--- config.mk ---
export PLATFORM = sky130hd
export DESIGN_NAME = cart_rom_arb
export DESIGN_NICKNAME = d
export VERILOG_FILES = /design/src/rtl/cart_rom_arb.sv
export SDC_FILE = /design/constraint.sdc
export NUM_CORES = 1
export LEC_CHECK = 0
export BUFFER_PORTS_ARGS = -buffer_cell sky130_fd_sc_hd__buf_2
export CORE_UTILIZATION = 55
export DETAILED_ROUTE_END_ITERATION = 8
export GPL_ROUTABILITY_DRIVEN = 1
export HOLD_SLACK_MARGIN = 0.03
export PLACE_DENSITY = 0.78
export REMOVE_ABC_BUFFERS = 1
export SETUP_SLACK_MARGIN = 0.4
export SYNTH_ARGS = -nofsm -noshare
export SYNTH_HDL_FRONTEND = slang
export SYNTH_SLANG_ARGS = --single-unit
--- constraint.sdc ---
create_clock -name clk_sys -period 4.22 [get_ports clk_sys]
set_input_delay 0.422 -clock clk_sys [delete_from_list [all_inputs] [get_ports clk_sys]]
set_output_delay 0.422 -clock clk_sys [all_outputs]
set_load 0.01 [all_outputs]
--- src/rtl/cart_rom_arb.sv ---
// cart_rom_arb: shares the cartridge ROM port between buffered HPS download writes and 2600 core fetches
module cart_rom_arb #(
  parameter int ADDR_W     = 16,
  parameter int FIFO_DEPTH = 4,
  parameter int WAIT_LEVEL = 2,
  parameter int STARVE_MAX = 8
) (
  input  logic              clk_sys,
  input  logic              reset_n,
  input  logic              dl_active,
  input  logic              dl_wr,
  input  logic [24:0]       dl_addr,
  input  logic [7:0]        dl_data,
  output logic              dl_wait,
  output logic              dl_ovf,
  input  logic              cpu_rd,
  input  logic [ADDR_W-1:0] cpu_addr,
  output logic              cpu_ready,
  output logic [7:0]        cpu_data,
  output logic              cpu_valid,
  output logic [ADDR_W-1:0] mem_addr,
  output logic              mem_we,
  output logic [7:0]        mem_wdata,
  input  logic [7:0]        mem_rdata,
  output logic [ADDR_W:0]   rom_size,
  output logic              core_hold,
  output logic              dl_done
);
  localparam int PW = $clog2(FIFO_DEPTH);
  localparam int SW = $clog2(STARVE_MAX + 1);
  logic [ADDR_W+7:0] fifo [FIFO_DEPTH];
  logic [PW-1:0] wr_ptr, rd_ptr;
  logic [PW:0] count, count_nx;
  logic [SW-1:0] starve_cnt;
  logic [1:0] rd_pipe;
  logic [ADDR_W:0] wr_size;
  logic active_q, seen;
  logic in_range, full, empty, push, drop, force_wr, rd_go, pop, start, hold_nx, fall;
  always_comb begin
    in_range  = dl_addr[24:ADDR_W] == '0;
    full      = count == (PW+1)'(FIFO_DEPTH);
    empty     = count == '0;
    push      = dl_wr && in_range && !full;
    drop      = dl_wr && in_range && full;
    force_wr  = starve_cnt == SW'(STARVE_MAX);
    cpu_ready = !force_wr;
    rd_go     = cpu_rd && !force_wr;
    // a read can only lose to a forced write, so pop and rd_go are exclusive
    pop       = !empty && (force_wr || !cpu_rd);
    count_nx  = count + (PW+1)'(push) - (PW+1)'(pop);
    start     = dl_active && !active_q;
    wr_size   = {1'b0, dl_addr[ADDR_W-1:0]} + (ADDR_W+1)'(1);
    hold_nx   = dl_active || count_nx != '0 || pop;
    fall      = core_hold && !hold_nx;
  end
  always_ff @(posedge clk_sys)
    if (push) fifo[wr_ptr] <= {dl_addr[ADDR_W-1:0], dl_data};
  always_ff @(posedge clk_sys or negedge reset_n)
    if (!reset_n) begin
      wr_ptr     <= '0;
      rd_ptr     <= '0;
      count      <= '0;
      starve_cnt <= '0;
      rd_pipe    <= '0;
      active_q   <= 1'b0;
      seen       <= 1'b0;
      dl_wait    <= 1'b0;
      dl_ovf     <= 1'b0;
      cpu_data   <= '0;
      cpu_valid  <= 1'b0;
      mem_addr   <= '0;
      mem_we     <= 1'b0;
      mem_wdata  <= '0;
      rom_size   <= '0;
      core_hold  <= 1'b1;
      dl_done    <= 1'b0;
    end else begin
      wr_ptr     <= wr_ptr + PW'(push);
      rd_ptr     <= rd_ptr + PW'(pop);
      count      <= count_nx;
      starve_cnt <= (pop || empty) ? '0 : starve_cnt + SW'(rd_go);
      rd_pipe    <= {rd_pipe[0], rd_go};
      cpu_valid  <= rd_pipe[1];
      if (rd_pipe[1]) cpu_data <= mem_rdata;
      mem_we     <= pop;
      mem_addr   <= pop ? fifo[rd_ptr][ADDR_W+7:8] : rd_go ? cpu_addr : mem_addr;
      if (pop) mem_wdata <= fifo[rd_ptr][7:0];
      dl_wait    <= count_nx >= (PW+1)'(WAIT_LEVEL);
      active_q   <= dl_active;
      dl_ovf     <= drop || (dl_ovf && !start);
      rom_size   <= push && (start || wr_size > rom_size) ? wr_size : start ? '0 : rom_size;
      core_hold  <= hold_nx;
      dl_done    <= fall && seen;
      seen       <= dl_active || (seen && !fall);
    end
endmodule
==> flow_results.org, run 1 <==
** Power
- Power spread over the standard cell area amounts to 537 mW/mm².
- Across the VDD grid, the largest voltage drop is 298 µV.
- Cell leakage power :: 3.55 nW

** GRT
- Maximum number of pins on one net before global-route repair :: 71
- Summed over all layers, the global routing overflow is 0.
- The first global-routing pass estimated 22,400 µm of wire.
- GRT Overall Usage :: 23.5%
- Initial antenna violation count :: 0
- The via count of the first global-routing pass is 4,358.

** Synthesis
- The synthesized design devotes to its leading area cell type 40.9% of total area.
- Counting flops and latches in the post-synthesis netlist gives 166.
- The largest total area in the synthesized netlist belongs to sky130_fd_sc_hd__edfxtp_1.
- For this run, the register share of the synthesized area comes to 65.8%.
- For this run, asynchronously set or reset flops after synthesis account for 42.2%.
- Ranked by total cell area, the synthesized netlist is headed by sky130_fd_sc_hd__edfxtp_1, sky130_fd_sc_hd__dfrtp_1, sky130_fd_sc_hd__mux4_2.
- Number of library cell types mapped by synthesis :: 49
- In the synthesized netlist, mux cells make up 13.1% of the area.
- The synthesized netlist occupies a cell area of 0.00705 mm².
- Of the total synthesized cell area, the portion taken by AND, OR, NAND and NOR gates is 6.66%.
- Mapped Cells :: 441
- Largest family of logic cells by synthesized area :: multiplexers
- The Yosys step of the flow raised 0 warnings.
- Compound-Gate Fraction of Synth Area :: 4.90%
- Area share of fa/ha/maj cells after synthesis :: 4.54%
- EDFF count, synth :: 96
- The synthesized netlist devotes 2.48% of its cell area to XOR and XNOR gates.
- After synthesis, the mean cell area works out to 16.0 µm².
- Dominant synthesized flop cell :: sky130_fd_sc_hd__edfxtp_1

** Status
- Status :: finished clean

** Timing
- Subtracting the final worst setup slack from the clock period gives 3570 ps.
- Setup repair after global routing left no endpoint under its margin.
- Headroom to the max-slew limit came out at 39.8%.
- Number of hold violations in the final report :: 0
- Final WS setup :: 651 ps
- Total negative slack for setup checks :: 0 ps
- Dividing the final minimum period by the clock period gives 84.6%.
- Number of setup violations in the final report :: 0
- Derived from the worst setup path, the maximum achievable clock frequency is 280 MHz.
- On the final layout, the worst hold slack is 143 ps.
- The clock arrives with 8.29 ps of skew.
- The count of final max-slew check failures was 0.
- At the pin with the least slew margin, the transition time is 903 ps.

** Layout
- Of the cells placed in the final design, the portion with a size suffix greater than 1 is 36.0%.
- Counting the fill cells in the layout gives 853.
- Total non-filler cell area in the finished layout :: 0.00841 mm²
- The repair_antennas step left the layout with diodes totalling 0.
- Most frequent cells in the layout :: sky130_fd_sc_hd__buf_2, sky130_fd_sc_hd__edfxtp_1, sky130_fd_sc_hd__dfrtp_1
- Final nets :: 655
- Relative to the synthesized area, the layout overhead comes to 19.3%.
- Most common cell after layout, fill and taps aside :: sky130_fd_sc_hd__buf_2

** Floorplan
- Starting density of the core :: 57.5%
- The floorplan step defined a core boundary enclosing 0.0123 mm².
- Floorplan die area :: 0.0133 mm²
- The floorplan step set the die height to 115 µm.
- I/O Pins :: 118
- In this run the core area contains 40 standard-cell rows.
- From left edge to right edge, the die measures 115 µm.

** Placement
- In this run the tool buffered the top-level ports with 117 buffer cells.
- The wire-length estimate of the detail-placed layout is 9350 µm.
- Total cell area at the placement stage :: 0.00781 mm²
- OpenSTA, run right after detailed placement, puts the worst setup slack at 249 ps.
- The congestion estimate from routability-driven global placement came to 0.839.

** Clocking
- Post-CTS setup repair buffer count :: 0
- CTS buffer count :: 17
- CTS tree :: yes
- H-tree level count :: 4
- Clk root buf :: sky130_fd_sc_hd__clkbuf_16
- In this run, post-CTS repair resized a total of 0 instances.
- Clock tree synthesis found a total of 166 sinks.
- Counting along the longest clock path gives a buffer depth of 2.
- Clock Pin Slew Worst Setup and Hold Paths :: 60 ps
- The clock reaches the later pin of the worst-skew pair after 420 ps.
- Buffers inserted to repair hold after CTS numbered 0.

** Setup path
- Crit path buffers/inverters :: 2
- The worst setup path is captured at a register.
- STA puts the critical path data required time at 4530 ps.
- Crit-path leading delay family :: simple AND/OR/NAND/NOR gates
- STA classifies the critical path startpoint as a register.
- Data arrives at the worst endpoint at 3880 ps.
- Cells traversed along the worst timing path :: or4b_4 -> and2_4 -> nor2b_4 -> ha_1 -> inv_1 -> ha_1 -> inv_1 -> fa_1 -> xnor2_1 -> xnor2_1 -> or2_1 -> or4b_1 -> a21o_1
- Along the worst path, the maximum fanout reaches 38.
- On the critical path, the stage with the largest delay is an instance of sky130_fd_sc_hd__or4b_4.
- Longest individual stage delay on the worst path :: 550 ps
- Worst setup path category :: reg -> reg

** Detailed routing
- TritonRoute pass-1 iters :: 4
- After detailed routing, the average wire length per cell comes to 18.9 µm.
- Number of DRC markers after the initial detailed-route iteration :: 359
- Drt drc :: 0
- Summed over all layers, the routed wires come to 14,100 µm.
- Antenna Violating Nets Remaining :: 0
- Total number of vias :: 4,140
- Post-DR vias/cell :: 5.53

** Run
- Max Cap Violations :: 0

** Min path
- Class of the worst hold path :: in -> async
-- power by group --
group | total (mW) | internal, mW | switching [mW]
logic | 0.950 | 0.528 | 0.423
clock network | 1.54 | 0.924 | 0.612
registers | 2.03 | 1.87 | 0.164
total | 4.52 | 3.32 | 1.20
-- logic make-up (layout without fill, tap and decap cells) --
logic type | count (synthesis) | after routing
flip-flops | 166 | 166
AND/OR/NAND/NOR | 84 | 84
adder cells (fa/ha/maj) | 25 | 25
AO/OA/AOI/OAI | 51 | 51
multiplexers | 57 | 57
XOR/XNOR | 20 | 20
buffers and inverters | 38 | 178
-- worst register-to-register path: cells and delay by family, from the launching register on --
family | cells | cell delay [ps]
simple gates | 5 | 1730
fa+ha+maj | 3 | 750
flops | 1 | 410
xor+xnor | 2 | 280
compound gates | 1 | 180
buf+inv | 2 | 110
-- worst paths after layout --
check / startpoint / endpoint / slack [ps] / cells after the start
max: starve_cnt[2]$_DFF_PN0_ / seen$_DFF_PN0_ / 650 / 13
min: reset_n / cpu_data[5]$_DFFE_PN0P_ / 140 / 1
max reg2reg: starve_cnt[2]$_DFF_PN0_ / seen$_DFF_PN0_ / 650 / 13
min reg2reg: rd_pipe[0]$_DFF_PN0_ / rd_pipe[1]$_DFF_PN0_ / 350 / 0
max in group asynchronous: reset_n / rd_ptr[0]$_DFF_PN0_ / 3460 / 1
min in group clk_sys: dl_active / active_q$_DFF_PN0_ / 160 / 1
-- Yosys cell counts, types with 2 or more instances --
master and count:
sky130_fd_sc_hd__buf_2 4, sky130_fd_sc_hd__nand4_1 6, sky130_fd_sc_hd__nand2b_1 2, sky130_fd_sc_hd__ha_1 24, sky130_fd_sc_hd__inv_1 22, sky130_fd_sc_hd__mux2_4 8
sky130_fd_sc_hd__o21ai_0 19, sky130_fd_sc_hd__mux4_2 24, sky130_fd_sc_hd__nor4_2 3, sky130_fd_sc_hd__xnor2_1 12, sky130_fd_sc_hd__nand2_1 31, sky130_fd_sc_hd__a21oi_1 8
sky130_fd_sc_hd__nor2_1 8, sky130_fd_sc_hd__dfrtp_1 69, sky130_fd_sc_hd__nor2b_1 3, sky130_fd_sc_hd__buf_1 2, sky130_fd_sc_hd__nand3_1 10, sky130_fd_sc_hd__clkbuf_1 6
sky130_fd_sc_hd__and3_1 5, sky130_fd_sc_hd__mux2i_1 17, sky130_fd_sc_hd__nor4_1 2, sky130_fd_sc_hd__mux2_2 8, sky130_fd_sc_hd__nor3_1 3, sky130_fd_sc_hd__a22o_1 17
sky130_fd_sc_hd__xor2_1 8, sky130_fd_sc_hd__buf_6 2, sky130_fd_sc_hd__edfxtp_1 96
-- per-layer routing --
metal / up-vias / track usage, % / share of wire, %
li1: 1919 / - / -
met3: 21 / 5.59 / 4.6
met2: 126 / 39.0 / 50
met5: - / 0 / 0
met4: 0 / 9.61 / 2.0
met1: 2074 / 30.0 / 43
-- metrics by stage --
stage	power (mW)	utilization, %	cells
global route	4.74	68.6	749
floorplan	2.68	-	425
detailed placement	3.02	63.7	717
global placement	2.98	63.7	717
finish	4.52	68.6	749
CTS	4.56	68.5	749
-- area by class of cell --
cell class	count	area [µm²]	share of cell area, %
clock buffer	18	429	5.10
clock inverter	14	159	1.89
inverter	22	82.6	0.982
multi-input combinational	237	2250	26.8
sequential	166	4640	55.1
tap	168	210	2.50
timing repair buffer	124	641	7.62
-- registers in the layout, indices dropped and copies added (netlist names), 2 cells and up --
signal	cells
fifo	96
rom_size	17
mem_addr	16
cpu_data	8
mem_wdata	8
starve_cnt	4
count	3
rd_pipe	2
rd_ptr	2
wr_ptr	2
Note: power is estimated with default switching activity, not from simulation.
==> inputs of run 2 (changes only) <==
--- a/config.mk
+++ b/config.mk
@@ -6,11 +6,11 @@
 export NUM_CORES = 1
 export LEC_CHECK = 0
 export BUFFER_PORTS_ARGS = -buffer_cell sky130_fd_sc_hd__buf_2
-export CORE_UTILIZATION = 55
+export CORE_UTILIZATION = 51
 export DETAILED_ROUTE_END_ITERATION = 8
 export GPL_ROUTABILITY_DRIVEN = 1
 export HOLD_SLACK_MARGIN = 0.03
-export PLACE_DENSITY = 0.78
+export PLACE_DENSITY = 0.76
 export REMOVE_ABC_BUFFERS = 1
 export SETUP_SLACK_MARGIN = 0.4
 export SYNTH_ARGS = -nofsm -noshare
==> constraint.sdc (replaced) <==
create_clock -name clk_sys -period 3.2 [get_ports clk_sys]
set_input_delay 0.32 -clock clk_sys [delete_from_list [all_inputs] [get_ports clk_sys]]
set_output_delay 0.32 -clock clk_sys [all_outputs]
set_load 0.01 [all_outputs]
==> flow_results.org, run 2 (synthesized netlist as in run 1, its figures left out) <==
** Min path
- The min-delay analysis places its worst path in the category in -> async.

** Detailed routing
- The detailed-routed wire length on met3 was 791 µm (+22%).
- Routed metal-1 wirelength :: 6350 µm (+4.3%)
- The final wirelength came to 15,000 µm (+5.8%).
- Uppermost layer routed :: met4
- Met2 wire len :: 7520 µm (+5.7%)
- Post-DR vias/cell :: 5.43 (-1.7%)
- The count of routing violations after the opening detailed-route iteration is 308 (-14%).
- Total number of vias :: 4,323 (+4.4%)
- The DRC violations left was 0 (unchanged).
- Antenna Violating Nets Remaining :: 0 (unchanged)
- The first-pass iteration count of the detailed router was 4 (unchanged).
- Post-detailed-route wirelength per cell :: 18.8 µm (-0.40%)

** Run
- Max Cap Violations :: 0 (unchanged)

** Power
- The overall power of the completed layout came to 6.11 mW (+35%).
- The ratio of total power to cell area came to 693 mW/mm² (+29%).
- Peak VDD IR :: 401 µV (+34%)
- The leakage power summed over all cells came to 3.79 nW (+6.6%).

** Timing
- Measured slew at the worst slew-check pin :: 930 ps (+26.8 ps)
- Setup repair after global routing could not meet its margin everywhere.
- The maximum clock frequency is 299 MHz (+6.6%).
- Final WS setup :: -147 ps (-798 ps)
- The final cycle utilization of the critical path came to 105% (+20 points).
- The relative slew slack came to 38.0% (-1.8 points).
- Total negative slack for setup checks :: -217 ps (-217 ps)
- Number of hold violations in the final report :: 0 (unchanged)
- The final critical-path required period came to 3350 ps (-222 ps).
- Number of setup violations in the final report :: 2 (+2)
- Count of pins over their slew limit :: 0 (unchanged)
- The clock skew came to 7.11 ps (-1.18 ps).
- The final-layout worst hold slack was 40.6 ps (-102 ps).

** GRT
- Remaining global-route overflow :: 0 (unchanged)
- The via count of the first global-routing pass is 4,530 (+3.9%).
- The initial antenna violation count was 0 (unchanged).
- Maximum number of pins on one net before global-route repair :: 71 (unchanged)
- The first-pass GRT wire length is 23,600 µm (+5.6%).
- GRT Overall Usage :: 22.7% (-0.83 points)

** Setup path
- CP max FO :: 2 (-95%)
- The setup path with the least slack is of type reg -> reg.
- The largest individual stage delay along the critical path comes from the cell sky130_fd_sc_hd__or4b_4.
- Kind of start point of the critical path :: register
- Data required, critical path :: 3520 ps (-1010 ps)
- Broken down by cell family, the worst path's largest delay share belongs to simple AND/OR/NAND/NOR gates.
- Most frequent cell on the critical path :: sky130_fd_sc_hd__ha_4
- The total buffers and inverters traversed by the critical path is 2 (unchanged).
- Longest individual stage delay on the worst path :: 550 ps (about the same)
- The arrival time reported for the critical path endpoint was 3660 ps (-220 ps).
- Type of destination of the critical path :: register
- The signal on the critical path passes through or4b_4 -> and2_4 -> nor2b_4 -> ha_4 -> inv_4 -> ha_4 -> inv_2 -> fa_2 -> xnor2_2 -> xnor2_1 -> or2_1 -> or4b_1 -> a21o_1.

** Layout
- The antenna diode count was 0 (unchanged).
- The final core area utilization is 66.1% (-2.5 points).
- Signed area change from the synthesized netlist to the final layout :: 25.2%
- Leaving out fill and tap cells, the most frequent cell in the layout is sky130_fd_sc_hd__buf_2.
- Most frequent cells in the layout :: sky130_fd_sc_hd__buf_2, sky130_fd_sc_hd__edfxtp_1, sky130_fd_sc_hd__dfrtp_1
- The net count reported at finish is 694 (+6.0%).
- The largest registers in the layout are fifo (96), rom_size (17), mem_addr (16).
- The number of filler cells placed in the layout came to 942 (+10%).
- The share of layout cells above drive strength 1 came to 42.4% (+6.4 points).
- Register bank with the most flops :: fifo
- Number of cells in the finished layout apart from fillers :: 796 (+6.3%)
- Flip-flop count of the largest register after layout :: 96 (unchanged)

** Floorplan
- The overall die area was 0.0143 mm² (+7.7%).
- The width of the chip is 120 µm (+3.8%).
- Die H :: 120 µm (+3.8%)
- Starting density of the core :: 52.8% (-4.7 points)
- The number of ports placed on the die boundary is 118 (unchanged).
- The number of placement rows was 42 (+5.0%).
- The placeable core area is 0.0133 mm² (+8.9%).

** Status
- The run finished, with violations left.
- Violated checks :: setup timing

** Clocking
- Clk root buf :: sky130_fd_sc_hd__clkbuf_16
- The post-cts hold buffer count came to 0 (unchanged).
- The number of levels the H-tree was split into came to 4 (unchanged).
- The number of clock sinks was 166 (unchanged).
- Clk_lat worst skew :: 430 ps (about the same)
- CTS tree :: yes
- The clock input transition at the sequential cells of the worst setup and hold paths is 60 ps (about the same).
- The maximum buffer depth of the clock tree came to 2 (unchanged).
- CTS buffer count :: 17 (unchanged)

** Placement
- Weighted congestion at the end of routability-driven global placement :: 0.851 (+1.5%)
- The number of instances in the placed design is 759 (+5.9%).
- The total half-perimeter wirelength after legalization and detailed placement was 9810 µm (+4.9%).
- Number of port buffers :: 117 (unchanged)
-- run 2: cell count changes in the layout (fill, tap and decap cells not counted), moves of 2 or more --
cell / previous run / this run
sky130_fd_sc_hd__buf_4: 8 / 45
sky130_fd_sc_hd__xnor2_1: 12 / 8
sky130_fd_sc_hd__xnor2_2: 0 / 4
sky130_fd_sc_hd__clkbuf_8: 0 / 3
sky130_fd_sc_hd__clkinv_1: 2 / 0
sky130_fd_sc_hd__ha_1: 24 / 22
sky130_fd_sc_hd__ha_4: 0 / 2
sky130_fd_sc_hd__inv_1: 22 / 20
sky130_fd_sc_hd__nor4_1: 2 / 0
-- run 2: area by class of cell --
cell class / count / area (µm²) / share of cell area, %
multi-input combinational: 237 / 2340 / 26.5
timing repair buffer: 163 / 950 / 10.8
sequential: 166 / 4640 / 52.5
clock buffer: 21 / 470 / 5.33
inverter: 22 / 85.1 / 0.964
tap: 176 / 220 / 2.50
clock inverter: 11 / 124 / 1.40
-- run 2: per-layer routing --
layer  GRT usage, %  vias to the layer above
met5              0                        -
li1               -                     2006
met2           36.8                      143
met1           29.7                     2151
met4           10.0                        0
met3           4.66                       23
-- run 2: final timing paths --
kind                                         startpoint                   end  slack, ps  depth (start not counted)
worst max-delay path            starve_cnt[0]$_DFF_PN0_        seen$_DFF_PN0_       -150                         13
worst min-delay path                            reset_n      mem_we$_DFF_PN0_         40                          1
worst min register to register     rd_pipe[0]$_DFF_PN0_  rd_pipe[1]$_DFF_PN0_        350                          0
max in group asynchronous                       reset_n   rd_ptr[0]$_DFF_PN0_       2520                          1
worst max register to register  starve_cnt[0]$_DFF_PN0_        seen$_DFF_PN0_       -150                         13
min in group clk_sys                          dl_active    active_q$_DFF_PN0_         60                          1
-- run 2: worst reg2reg max path: stages, from the launching register on --
cell and delay, ps:
sky130_fd_sc_hd__dfrtp_1 390, sky130_fd_sc_hd__or4b_4 550, sky130_fd_sc_hd__and2_4 200, sky130_fd_sc_hd__nor2b_4 130
sky130_fd_sc_hd__ha_4 210, sky130_fd_sc_hd__inv_4 50, sky130_fd_sc_hd__ha_4 110, sky130_fd_sc_hd__inv_2 30
sky130_fd_sc_hd__fa_2 350, sky130_fd_sc_hd__xnor2_2 160, sky130_fd_sc_hd__xnor2_1 140, sky130_fd_sc_hd__or2_1 240
sky130_fd_sc_hd__or4b_1 520, sky130_fd_sc_hd__a21o_1 170
-- run 2: where the power goes --
part           internal (mW)  total (mW)  leakage (nW)  switching [mW]
combinational          0.791        1.39          1.77           0.599
clock                   1.21        2.03         0.286           0.822
sequential              2.46        2.69          1.74           0.225
total                   4.47        6.11          3.79            1.65
-- run 2: through the flow --
stage	setup WS (ps)	area [µm²]
finish	-147	8820
global route	-252	8820
CTS	-158	8700
detailed placement	-242	8080
global placement	-91.3	8080
floorplan	-449	6950
-- run 2: timing repair --
action,CTS,global route
gates resized for setup,4,15
endpoints found under the setup margin,20,21
setup buffers,1,4
gates cloned,0,0
pin swaps,5,16
